## src/rtl/wave_gen_pkg.sv

```systemverilog
// Shared types and constants for the pulse-burst generator.
package wave_gen_pkg;

  // Counter width; also the width of the pulse-width input.
  localparam int unsigned CNT_W = 4;

  // Default burst shape.
  localparam int unsigned PulseCntDefault = 3;
  localparam int unsigned GapWDefault     = 2;

  typedef enum logic [1:0] {
    StIdle,
    StHigh,
    StGap
  } state_e;

endpackage

```

## src/rtl/wave_gen_rise_detect.sv

```systemverilog
// Rising-edge detector: registered previous value ANDed with the live input.
module wave_gen_rise_detect (
  input  logic clk_i,
  input  logic rst_i,
  input  logic d_i,
  output logic rise_o
);

  logic prev_d, prev_q;

  // Next value of the delayed copy is simply the current input.
  always_comb begin
    prev_d = d_i;
  end

  // Delayed copy of the input, cleared by synchronous reset.
  always_ff @(posedge clk_i) begin
    if (rst_i) begin
      prev_q <= 1'b0;
    end else begin
      prev_q <= prev_d;
    end
  end

  assign rise_o = d_i & ~prev_q;

endmodule

```

## src/rtl/wave_gen.sv

```systemverilog
// Programmable pulse-burst generator: a START rising edge emits PULSE_CNT
// pulses of WREG clocks high, separated by GAP_W clocks low.
module wave_gen
  import wave_gen_pkg::*;
#(
  parameter int unsigned PULSE_CNT = PulseCntDefault,
  parameter int unsigned GAP_W     = GapWDefault
) (
  input  logic             CLK,
  input  logic             RST,
  input  logic             START,
  input  logic             LOAD,
  input  logic [CNT_W-1:0] W_PUL_N,
  output logic             OUT,
  output logic             RDY
);

  localparam logic [CNT_W-1:0] PcInit  = CNT_W'(PULSE_CNT - 1);
  localparam logic [CNT_W-1:0] GapInit = CNT_W'(GAP_W - 1);

  state_e           state_d, state_q;
  logic [CNT_W-1:0] wcnt_d, wcnt_q;  // remaining high clocks minus one
  logic [CNT_W-1:0] pcnt_d, pcnt_q;  // pulses still to come after the current one
  logic [CNT_W-1:0] gcnt_d, gcnt_q;  // remaining gap clocks minus one
  logic [CNT_W-1:0] wreg_d, wreg_q;
  logic [CNT_W-1:0] eff_w;
  logic             out_d, out_q;
  logic             rdy_d, rdy_q;
  logic             start_rise;

  wave_gen_rise_detect u_rise_detect (
    .clk_i  (CLK),
    .rst_i  (RST),
    .d_i    (START),
    .rise_o (start_rise)
  );

  // State, counters and width register.
  always_ff @(posedge CLK) begin
    if (RST) begin
      state_q <= StIdle;
      wcnt_q  <= '0;
      pcnt_q  <= '0;
      gcnt_q  <= '0;
      wreg_q  <= '0;
    end else begin
      state_q <= state_d;
      wcnt_q  <= wcnt_d;
      pcnt_q  <= pcnt_d;
      gcnt_q  <= gcnt_d;
      wreg_q  <= wreg_d;
    end
  end

  // Next-state and counter update; LOAD and START only matter in idle.
  always_comb begin
    state_d = state_q;
    wcnt_d  = wcnt_q;
    pcnt_d  = pcnt_q;
    gcnt_d  = gcnt_q;
    wreg_d  = wreg_q;
    // A simultaneous LOAD supplies the width for the burst it launches.
    eff_w   = LOAD ? W_PUL_N : wreg_q;
    unique case (state_q)
      StIdle: begin
        if (LOAD) begin
          wreg_d = W_PUL_N;
        end
        if (start_rise && (eff_w != '0)) begin
          state_d = StHigh;
          wcnt_d  = eff_w - CNT_W'(1);
          pcnt_d  = PcInit;
        end
      end
      StHigh: begin
        if (wcnt_q == '0) begin
          if (pcnt_q == '0) begin
            state_d = StIdle;
          end else begin
            state_d = StGap;
            gcnt_d  = GapInit;
            pcnt_d  = pcnt_q - CNT_W'(1);
          end
        end else begin
          wcnt_d = wcnt_q - CNT_W'(1);
        end
      end
      StGap: begin
        if (gcnt_q == '0) begin
          state_d = StHigh;
          wcnt_d  = wreg_q - CNT_W'(1);
        end else begin
          gcnt_d = gcnt_q - CNT_W'(1);
        end
      end
      default: begin
        state_d = StIdle;
      end
    endcase
  end

  // Outputs are decoded from the next state so the registers line up with it.
  always_comb begin
    out_d = (state_d == StHigh);
    rdy_d = (state_d == StIdle);
  end

  // Registered outputs.
  always_ff @(posedge CLK) begin
    if (RST) begin
      out_q <= 1'b0;
      rdy_q <= 1'b1;
    end else begin
      out_q <= out_d;
      rdy_q <= rdy_d;
    end
  end

  assign OUT = out_q;
  assign RDY = rdy_q;

endmodule

```

## config.mk

```make
export PLATFORM = sky130hd
export DESIGN_NAME = wave_gen
export DESIGN_NICKNAME = d
export VERILOG_FILES = /design/src/rtl/wave_gen_pkg.sv /design/src/rtl/wave_gen_rise_detect.sv /design/src/rtl/wave_gen.sv
export SDC_FILE = /design/constraint.sdc
export NUM_CORES = 1
export LEC_CHECK = 0
export BUFFER_PORTS_ARGS = -buffer_cell sky130_fd_sc_hd__clkbuf_2
export CAP_MARGIN = 15
export CELL_PAD_IN_SITES_DETAIL_PLACEMENT = 0
export CELL_PAD_IN_SITES_GLOBAL_PLACEMENT = 1
export CORE_MARGIN = 3
export CORE_UTILIZATION = 45
export DETAILED_ROUTE_END_ITERATION = 6
export HOLD_SLACK_MARGIN = 0.12
export PLACE_DENSITY = 0.89
export SYNTH_ARGS = -nofsm -noshare
export SYNTH_HDL_FRONTEND = slang
export SYNTH_HIERARCHICAL = 1
export SYNTH_SLANG_ARGS = --single-unit
```

## constraint.sdc

```tcl
create_clock -name CLK -period 3.25 [get_ports CLK]
set_input_delay 0.325 -clock CLK [delete_from_list [all_inputs] [get_ports CLK]]
set_output_delay 0.325 -clock CLK [all_outputs]
set_load 0.02 [all_outputs]
```

==> flow_metrics.tcl, run 1 <==
set metrics [dict create \
    synth-xor-area-share_pct 0.658 \
    die-area_um2 3650 \
    numCtsBuffers 3 \
    first_pass_iters 4 \
    tns_ns 0 \
    start_util_pct 47.9 \
    vias 1132 \
    avgSynthCellArea_um2 8.59 \
    antenna_found_initial 0 \
    cts_htree_levels 1 \
    p_per_area_nw_per_um2 503 \
    root_buffer "clkbuf_4" \
    postCtsSetupBuffers 0 \
    drc 0 \
    skew_ns 0.00928 \
    min_from "START" \
    setup_viol 0 \
    cts_resized 0 \
    r2r_cells 8 \
    crit_required_ns 3.48 \
    port_buffers 9 \
    cp_max_fo 12 \
    rsz0062_at_grt "false" \
    clk_pin_slew_worst_paths_ns 0.12 \
    whs_path_depth 2 \
    grt_pass1_wl_um 4580 \
    drive_gt1_share_pct 15.0 \
    grt_use_total_pct 16.6 \
    worst_setup_path_start_kind "flip-flop" \
    worst_pin_slew_ns 0.636 \
    r2r_start "state_q[0]$_SDFF_PP0_" \
    synthAdderAreaFrac_pct 6.58 \
    clock_path_buffers 2 \
    syn_nets 170 \
    synth.cell_area_um2 1330 \
    io_pins 10 \
    synthFlopType "dfxtp_1" \
    synth_warnings 6 \
    syn2layout_area_growth_pct 5.92 \
    cp.arrival_ns 2.47 \
    die_y_um 60.4 \
    core_um2 2780 \
    finalNetCount 176 \
    place_area_um2 1380 \
    grt_max_degree 21 \
    cp-end-kind "flip-flop" \
    final_max_slew_viol_count 0 \
    cts.sinks 21 \
    holdPathEnd "u_rise_detect/prev_q$_SDFF_PP0_" \
    crit_type "flip-flop to flip-flop" \
    synth_top_family_by_area "compound AO/OA/AOI/OAI gates" \
    max_freq_ghz 0.447 \
    reg2reg_slack_ns 1.01 \
    ir_worst_vdd_uv 392 \
    fin_crit_ns 2.24 \
    maxSlewHeadroom_pct 57.6 \
    ys_seq_elements 21 \
    place_hpwl_um 2000 \
    synth_mux_area_share_pct 0.752 \
    r2r-end "wcnt_q[2]$_SDFFE_PP0P_" \
    synth.yosys.seq_area_share_pct 31.6 \
    finalCritPeriodShare_pct 68.8 \
    place_congestion 0.827 \
    fill_cells 268 \
    async_flop_share_pct 0 \
    leakage_nw 0.568 \
    synth_simple_gate_area_share_pct 27.4 \
    min_path_type "primary input to flip-flop" \
    dieWidth_um 60.4 \
    status "finished clean" \
    final_antenna_net_count 0 \
    hold_buffers 0 \
    synth_compound_area_share_pct 27.4 \
    row_count 19 \
    overflow 0 \
    synth_edf_count 0 \
    cts_tree "built" \
    worstSkewPairLatency_ns 0.30 \
    drt_iter0_drc 27 \
    finish.utilization_pct 50.7 \
    netlist_instances 155 \
    final_area_um2 1410 \
    wl_per_cell_um 13.4 \
    viasPerCell 5.93 \
    cap_violations 0 \
    synth.distinct_cells 48 \
    finalWirelength_um 2550 \
    grt_pass1_vias 1024 \
    hold_viol_final 0 \
    antenna_cells 0 \
]
how the worst max path moves through the flow:
stage | startpoint | end | slack (ns) | cells past startpoint
after CTS | state_q[0]$_SDFF_PP0_ | wcnt_q[2]$_SDFFE_PP0P_ | 1.03 | 8
final | state_q[0]$_SDFF_PP0_ | wcnt_q[2]$_SDFFE_PP0P_ | 1.01 | 8
after floorplan | state_q[0]$_SDFF_PP0_ | wcnt_q[2]$_SDFFE_PP0P_ | 1.26 | 9
after detailed placement | state_q[0]$_SDFF_PP0_ | wcnt_q[2]$_SDFFE_PP0P_ | 1.07 | 8
after global routing | state_q[0]$_SDFF_PP0_ | wcnt_q[2]$_SDFFE_PP0P_ | 0.83 | 8
after global placement | state_q[0]$_SDFF_PP0_ | wcnt_q[2]$_SDFFE_PP0P_ | 1.17 | 8
cell usage in the layout (no fill, tap or decap), types with 2 or more instances in the layout:
cell / instances
inv_1: 11
o31ai_1: 2
nand2_1: 8
a21bo_2: 3
nor2_1: 9
clkbuf_4: 3
a311oi_1: 3
nand3_1: 9
nand4b_1: 2
o21ai_0: 9
nor2b_4: 2
or3b_1: 2
a211o_1: 2
nand2b_1: 4
nor2b_1: 3
dfxtp_1: 21
ha_1: 7
and3_1: 3
and3b_1: 3
nor3_1: 2
a31oi_1: 3
or4_1: 2
clkbuf_2: 9
a21oi_1: 13
routing by layer:
| layer | vias up | share of wire, % | GRT usage [%] |
|---|---|---|---|
| met5 | - | 0 | 0 |
| met4 | 0 | 0.67 | 4.11 |
| met3 | 2 | 3.8 | 4.26 |
| met2 | 16 | 44 | 25.2 |
| met1 | 530 | 51 | 23.6 |
| li1 | 584 | - | - |
metrics by stage:
stage / power, mW / cells / hold slack, ns / setup slack (ns)
after global routing: 0.771 / 191 / 0.233 / 0.825
after CTS: 0.716 / 191 / 0.250 / 1.03
final: 0.709 / 191 / 0.257 / 1.01
after detailed placement: 0.591 / 187 / 0.489 / 1.07
after floorplan: 0.540 / 155 / 0.389 / 1.26
after global placement: 0.586 / 187 / 0.481 / 1.17
critical path, stage by stage, from the launching register on:
cell and delay, ns:
dfxtp_1 0.41, inv_1 0.08, ha_1 0.42, nand2b_1 0.27
a311oi_2 0.40, ha_1 0.22, xnor2_1 0.11, nand3_1 0.09
a21oi_1 0.16
power by group:
group          switching, mW  leakage (nW)  internal (mW)
Combinational          0.154         0.378          0.111
Clock                 0.0783        0.0177         0.0459
Sequential            0.0314         0.172          0.288
Total                  0.264         0.568          0.445
Yosys cell counts (2+ instances only):
cell / n / share of area (%)
nor2b_4: 2 / 2.1
nor2_1: 9 / 2.5
clkbuf_1: 6 / 1.7
nand3_1: 9 / 3.4
a21oi_1: 13 / 4.9
a211o_1: 2 / 1.3
buf_2: 2 / 0.75
and3_1: 3 / 1.4
inv_1: 11 / 3.1
or4_1: 2 / 1.1
nand2_1: 8 / 2.3
o31ai_1: 2 / 1.1
nand2b_1: 4 / 1.9
nor2b_1: 3 / 1.4
o21ai_0: 9 / 3.4
a21bo_2: 3 / 2.3
a31oi_1: 3 / 1.4
nand4b_1: 2 / 1.3
and3b_1: 3 / 2.0
a311oi_1: 3 / 2.0
ha_1: 7 / 6.6
dfxtp_1: 21 / 32
or3b_1: 2 / 1.3
nor3_1: 2 / 0.75
state kept, by name (all words and copies together), names as in the netlist:
register,flops
gcnt_q,4
pcnt_q,4
wcnt_q,4
wreg_q,4
state_q,2
OUT,1
RDY,1
u_rise_detect/prev_q,1
cell type report:
| class | count | area [µm²] | share of cell area (%) |
|---|---|---|---|
| Clock buffer | 3 | 22.5 | 1.60 |
| Clock inverter | 1 | 5.00 | 0.355 |
| Inverter | 11 | 41.3 | 2.93 |
| Multi-Input combinational cell | 115 | 837 | 59.4 |
| Sequential cell | 21 | 420 | 29.8 |
| Tap cell | 31 | 38.8 | 2.75 |
| Timing Repair Buffer | 9 | 45.0 | 3.19 |
logic make-up (layout without fill, tap and decap cells):
group	Yosys count	after routing
AND/OR/NAND/NOR	57	57
multiplexers	1	1
adder cells (fa/ha/maj)	7	7
AO/OA/AOI/OAI	49	49
XOR/XNOR	1	1
buffers and inverters	19	24
flip-flops	21	21
No activity file was read; power rests on OpenSTA's default activity.
==> run 2: changes to the inputs <==
--- a/config.mk
+++ b/config.mk
@@ -5,15 +5,16 @@
 export SDC_FILE = /design/constraint.sdc
 export NUM_CORES = 1
 export LEC_CHECK = 0
+export ABC_AREA = 1
 export BUFFER_PORTS_ARGS = -buffer_cell sky130_fd_sc_hd__clkbuf_2
 export CAP_MARGIN = 15
 export CELL_PAD_IN_SITES_DETAIL_PLACEMENT = 0
 export CELL_PAD_IN_SITES_GLOBAL_PLACEMENT = 1
 export CORE_MARGIN = 3
-export CORE_UTILIZATION = 45
+export CORE_UTILIZATION = 37
 export DETAILED_ROUTE_END_ITERATION = 6
 export HOLD_SLACK_MARGIN = 0.12
-export PLACE_DENSITY = 0.89
+export PLACE_DENSITY = 0.84
 export SYNTH_ARGS = -nofsm -noshare
 export SYNTH_HDL_FRONTEND = slang
 export SYNTH_HIERARCHICAL = 1
==> constraint.sdc (replaced) <==
create_clock -name CLK -period 2 [get_ports CLK]
set_input_delay 0.2 -clock CLK [delete_from_list [all_inputs] [get_ports CLK]]
set_output_delay 0.2 -clock CLK [all_outputs]
set_load 0.02 [all_outputs]
==> run 2 against run 1 <==
  * Count of clock-buffer cells in the layout is the same
  * Core utilization decreased by 8.3 points
  * Sequential share of layout area shrank 0.40 points
  * Highest routed layer unchanged
  * Clock skew is 0.012 ns higher
  * Critical endpoint unchanged
  * Flip-flop and latch count is the same
  * Non-clock buffer count increased by 2
==> flow_metrics.tcl, run 2 <==
set metrics [dict create \
    die_y_um 66.0 \
    synth_edf_count 0 \
    numCtsBuffers 3 \
    worst_setup_path_start_kind "flip-flop" \
    finalWirelength_um 2660 \
    cp-end-kind "flip-flop" \
    ir_worst_vdd_uv 582 \
    syn2layout_area_growth_pct 7.89 \
    drt_iter0_drc 70 \
    die-area_um2 4360 \
    final_antenna_net_count 0 \
    dieWidth_um 66.0 \
    hold_viol_final 0 \
    fin_cells 261 \
    max_freq_ghz 0.568 \
    port_buffers 9 \
    cts_htree_levels 1 \
    rsz0062_at_grt "false" \
    yosysMostFrequentCell "nand2_1" \
    synth.yosys.seq_area_share_pct 31.5 \
    setup_viol 0 \
    final_max_slew_viol_count 0 \
    antenna_cells 0 \
    wl_per_cell_um 10.2 \
    crit_type "flip-flop to flip-flop" \
    async_flop_share_pct 0 \
    hold_slack_ns 0.186 \
    finish.utilization_pct 42.4 \
    yosysTopAreaCell "dfxtp_1" \
    netlist_instances 205 \
    leakage_nw 0.701 \
    critical_path.top_delay_family "adder cells" \
    cp_slowest_cell "dfxtp_2" \
    worst_pin_slew_ns 0.273 \
    cap_violations 0 \
    fin_crit_ns 1.76 \
    io_pins 10 \
    grt_pass1_vias 1092 \
    root_buffer "clkbuf_4" \
    synth.cell_area_um2 1330 \
    start_util_pct 39.3 \
    worstSkewPairLatency_ns 0.32 \
    grt_max_degree 16 \
    tns_ns 0 \
    finalNetCount 231 \
    clock_path_buffers 2 \
    final_common_cell "nand2_1" \
    row_count 21 \
    viasPerCell 4.56 \
    cp.arrival_ns 1.97 \
    core_um2 3390 \
    grt_pass1_wl_um 4700 \
    cp_max_fo 5 \
    cts_tree "built" \
    r2r_start "state_q[1]$_SDFF_PP0_" \
    vias 1191 \
    synth_warnings 6 \
    synthFlopType "dfxtp_1" \
    place_congestion 0.824 \
    drive_gt1_share_pct 13.0 \
    crit_start "state_q[1]$_SDFF_PP0_" \
    final_cell_mix "nand2_1 (55), nor2_1 (28), inv_1 (24)" \
    skew_ns 0.0209 \
    min_path_type "primary input to flip-flop" \
    p_per_area_nw_per_um2 1420 \
    overflow 0 \
    yosys.area.top_type_share_pct 31.5 \
    synth_area_leaders "dfxtp_1 (32%), nand2_1 (15%), nor2_1 (7.9%)" \
    first_pass_iters 4 \
    max_stage_delay_ns 0.39 \
    crit_required_ns 2.21 \
    maxSlewHeadroom_pct 81.6 \
    drc 0 \
    critPathMostFrequentCell "nand2_1" \
    dp.cells 256 \
    crit_buf_inv 3 \
    place_hpwl_um 2050 \
    min_from "RST" \
    avgSynthCellArea_um2 6.50 \
    synth_common_cells "nand2_1 (55), nor2_1 (28), inv_1 (24)" \
    antenna_found_initial 0 \
    cts.sinks 21 \
    synth.distinct_cells 24 \
    status "finished clean" \
    cp_cell_sequence "inv_1 -> ha_1 -> inv_1 -> nand3_1 -> nand2_1 -> ha_1 -> inv_1 -> nand2_1 -> nand2_1 -> nand3_1 -> nand2_1 -> nor2_1" \
    clk_pin_slew_worst_paths_ns 0.14 \
    ys_seq_elements 21 \
    grt_use_total_pct 13.7 \
    finalCritPeriodShare_pct 88.0 \
    syn_nets 220 \
]
[run 2: cell types whose count changed after synthesis, moves of 4 or more]
cell	before	now
nand3_1	9	20
nor2_1	9	28
nand2_1	8	55
inv_1	11	24
o21ai_0	9	13
nand2b_1	4	0
nor2_2	0	4
clkbuf_1	6	0
[run 2: worst paths after layout]
| kind | cells past startpoint | slack, ns | end |
|---|---|---|---|
| hold reg to reg | 2 | 0.52 | gcnt_q[0]$_SDFFE_PP0P_ |
| setup reg to reg | 12 | 0.24 | wcnt_q[2]$_SDFFE_PP0P_ |
| hold / removal | 2 | 0.19 | gcnt_q[0]$_SDFFE_PP0P_ |
| setup / recovery | 12 | 0.24 | wcnt_q[2]$_SDFFE_PP0P_ |
[run 2: cell type report]
class                           count  area [µm²]
Inverter                           25        93.8
Timing Repair Buffer               11        62.6
Clock inverter                      1        7.51
Fill cell                         381        1950
Clock buffer                        3        22.5
Multi-Input combinational cell    154         771
Sequential cell                    21         423
Tap cell                           46        57.6
[run 2: layer usage]
layer,up-vias,part of all wire [%],track usage [%]
met5,-,0,0
met4,0,1.4,4.57
met3,4,2.8,2.04
met2,14,47,22.3
met1,503,49,18.5
li1,670,-,-
[run 2: logic make-up after synthesis]
| kind of cell | share of synthesized area [%] |
|---|---|
| buffers and inverters | 10.8 |
| DFF | 31.5 |
| adders and majority gates | 6.57 |
| AOI/OAI and AO/OA | 11.4 |
| and+or+nand+nor | 39.7 |
[run 2: per-stage QoR]
stage	total power, mW	instance area, µm²	setup WS [ns]
global placement	1.83	1390	0.257
global route	2.30	1440	0.00369
floorplan	1.65	1330	0.396
CTS	2.05	1430	0.162
detailed placement	1.83	1390	0.211
finish	2.05	1440	0.241
[run 2: timing repair]
| action | in CTS | in global routing |
|---|---|---|
| hold endpoints to repair | 1 | 0 |
| endpoints found under the setup margin | 0 | 2 |
| resized for setup | 0 | 3 |
| buffers inserted | 0 | 0 |
| hold buffers | 1 | 0 |
[run 2: report_power, final]
part	leakage, nW	internal [mW]	switching [mW]
clock network	0.0139	0.0763	0.145
registers	0.174	0.583	0.125
logic	0.513	0.423	0.695
==> run 3: changes to the inputs <==
--- a/config.mk
+++ b/config.mk
@@ -11,10 +11,11 @@
 export CELL_PAD_IN_SITES_DETAIL_PLACEMENT = 0
 export CELL_PAD_IN_SITES_GLOBAL_PLACEMENT = 1
 export CORE_MARGIN = 3
-export CORE_UTILIZATION = 37
+export CORE_UTILIZATION = 45
+export CTS_BUF_LIST = sky130_fd_sc_hd__clkbuf_16
 export DETAILED_ROUTE_END_ITERATION = 6
 export HOLD_SLACK_MARGIN = 0.12
-export PLACE_DENSITY = 0.84
+export PLACE_DENSITY = 0.94
 export SYNTH_ARGS = -nofsm -noshare
 export SYNTH_HDL_FRONTEND = slang
 export SYNTH_HIERARCHICAL = 1
==> constraint.sdc (replaced) <==
create_clock -name CLK -period 2.3 [get_ports CLK]
set_input_delay 0.23 -clock CLK [delete_from_list [all_inputs] [get_ports CLK]]
set_output_delay 0.23 -clock CLK [all_outputs]
set_load 0.02 [all_outputs]
==> run 3 against run 2 <==
  * Count of clock-buffer cells in the layout stayed put
  * Clock skew shrank 0.020 ns
  * First-iteration DRC count decreased by 51%
  * Worst hold slack worse by 0.0033 ns
  * Global-route usage is 2.7 points higher
  * Non-clock buffer count decreased by 2
  * Setup slack improved by 0.22 ns
  * Final area grew 0.61%
  * Critical endpoint unchanged
  * Largest cell class unchanged
  * Highest routed layer unchanged
==> flow_metrics.tcl, run 3 (synthesis gave the netlist of run 2 again) <==
set metrics [dict create \
    crit_start "state_q[1]$_SDFF_PP0_" \
    grt_max_degree 16 \
    numCtsBuffers 3 \
    crit_required_ns 2.45 \
    leakage_nw 0.720 \
    rsz0062_at_grt "false" \
    cts_resized 0 \
    viasPerCell 5.05 \
    wl_per_cell_um 10.5 \
    finalCritPeriodShare_pct 80.1 \
    hold_buffers 0 \
    postCtsSetupBuffers 0 \
    min_from "START" \
    core_um2 2780 \
    row_count 19 \
    drc 0 \
    final_antenna_net_count 0 \
    hold_slack_ns 0.183 \
    worst_setup_path_start_kind "flip-flop" \
    port_buffers 9 \
    die_y_um 60.4 \
    min_path_type "primary input to flip-flop" \
    first_pass_iters 4 \
    hold_viol_final 0 \
    seq_area_um2 420 \
    antenna_found_initial 0 \
    grt_pass1_vias 1122 \
    met2_wirelength_um 1280 \
    worst_pin_slew_ns 0.466 \
    drt-met1-wl_um 1180 \
    fin_crit_ns 1.84 \
    cp_max_fo 13 \
    cp-end-kind "flip-flop" \
    final_max_slew_viol_count 0 \
    skew_ns 0.00117 \
    finalNetCount 229 \
    p_per_area_nw_per_um2 1340 \
    routed-wl-met3_um 72 \
    setup_viol 0 \
    start_util_pct 47.9 \
    finalWirelength_um 2560 \
    clk_pin_slew_worst_paths_ns 0.06 \
    place_hpwl_um 2050 \
    final_common_cell "nand2_1" \
    root_buffer "clkbuf_16" \
    clock_path_buffers 2 \
    die-area_um2 3650 \
    tns_ns 0 \
    cts.sinks 21 \
    finish.utilization_pct 52.0 \
    ir_worst_vdd_uv 645 \
    top_layer_used "met4" \
    r2r_start "state_q[1]$_SDFF_PP0_" \
    critPathMostFrequentCell "nand2_1" \
    place_congestion 0.890 \
    critical_path.top_delay_family "adder cells" \
    fill_cells 279 \
    cap_violations 0 \
    cts_tree "built" \
    drive_gt1_share_pct 11.3 \
    max_freq_ghz 0.543 \
    dieWidth_um 60.4 \
    status "finished clean" \
    crit_type "flip-flop to flip-flop" \
    vias 1233 \
    final_cell_mix "nand2_1 (55), nor2_1 (28), inv_1 (24)" \
    antenna_cells 0 \
    grt_use_total_pct 16.4 \
    cp_cell_sequence "inv_1 -> ha_1 -> nand2_1 -> nand3_1 -> nand2_1 -> ha_1 -> inv_1 -> nand2_1 -> nand2_1 -> nand3_1 -> nand2_1 -> nor2_1" \
    syn2layout_area_growth_pct 8.54 \
    cts_htree_levels 1 \
    cp_slowest_cell "ha_1" \
    crit_buf_inv 2 \
    maxSlewHeadroom_pct 68.9 \
    worstSkewPairLatency_ns 0.25 \
    cp.arrival_ns 1.99 \
    grt_pass1_wl_um 4660 \
    io_pins 10 \
    multiInputGateArea_um2 768 \
    drt_iter0_drc 34 \
    overflow 0 \
    max_stage_delay_ns 0.45 \
]
-- run 3: cell count changes in the layout (fill, tap and decap cells not counted), sizes merged --
cell         delta
buf             -1
clkinv          +1
clkinvlp        -1
dlygate4sd3     -1
-- run 3: worst paths after layout --
path	endpoint	slack, ns	cells after the start
worst max register to register	wcnt_q[2]$_SDFFE_PP0P_	0.46	12
worst max-delay path	wcnt_q[2]$_SDFFE_PP0P_	0.46	12
worst min register to register	gcnt_q[0]$_SDFFE_PP0P_	0.51	2
worst min-delay path	u_rise_detect/prev_q$_SDFF_PP0_	0.18	3
-- run 3: per-stage QoR --
step                      cell area [µm²]  setup slack (ns)  power, mW  instances
after global placement               1370             0.567       1.55        240
after CTS                            1450             0.461       1.95        244
after floorplan                      1330             0.696       1.44        205
final                                1450             0.458       1.94        244
after global routing                 1450             0.249       2.16        244
after detailed placement             1370             0.475       1.58        240
-- run 3: area by class of cell --
cell class                 instances  share of cell area (%)
tap                               31                    2.68
sequential                        21                    29.1
clock inverter                     1                   0.346
clock buffer                       3                    5.19
timing repair buffer               9                    3.11
inverter                          25                    6.49
multi-input combinational        154                    53.1
-- run 3: where the power goes --
part / leakage [nW] / switching (mW) / internal [mW]
Clock: 0.0409 / 0.136 / 0.234
Combinational: 0.506 / 0.597 / 0.356
Sequential: 0.173 / 0.109 / 0.506
Total: 0.720 / 0.843 / 1.10
-- run 3: per-layer routing --
metal  track usage (%)  up-vias
met3              2.55        2
met1              19.8      551
met5                 0        -
li1                  -      667
met2              29.3       13
met4              6.19        0
-- run 3: worst reg2reg max path, delay by kind of cell, from the launching register on --
| kind | cells | cell delay (ns) |
|---|---|---|
| fa+ha+maj | 2 | 0.67 |
| simple gates | 8 | 0.57 |
| flops | 1 | 0.34 |
| buf+inv | 2 | 0.15 |
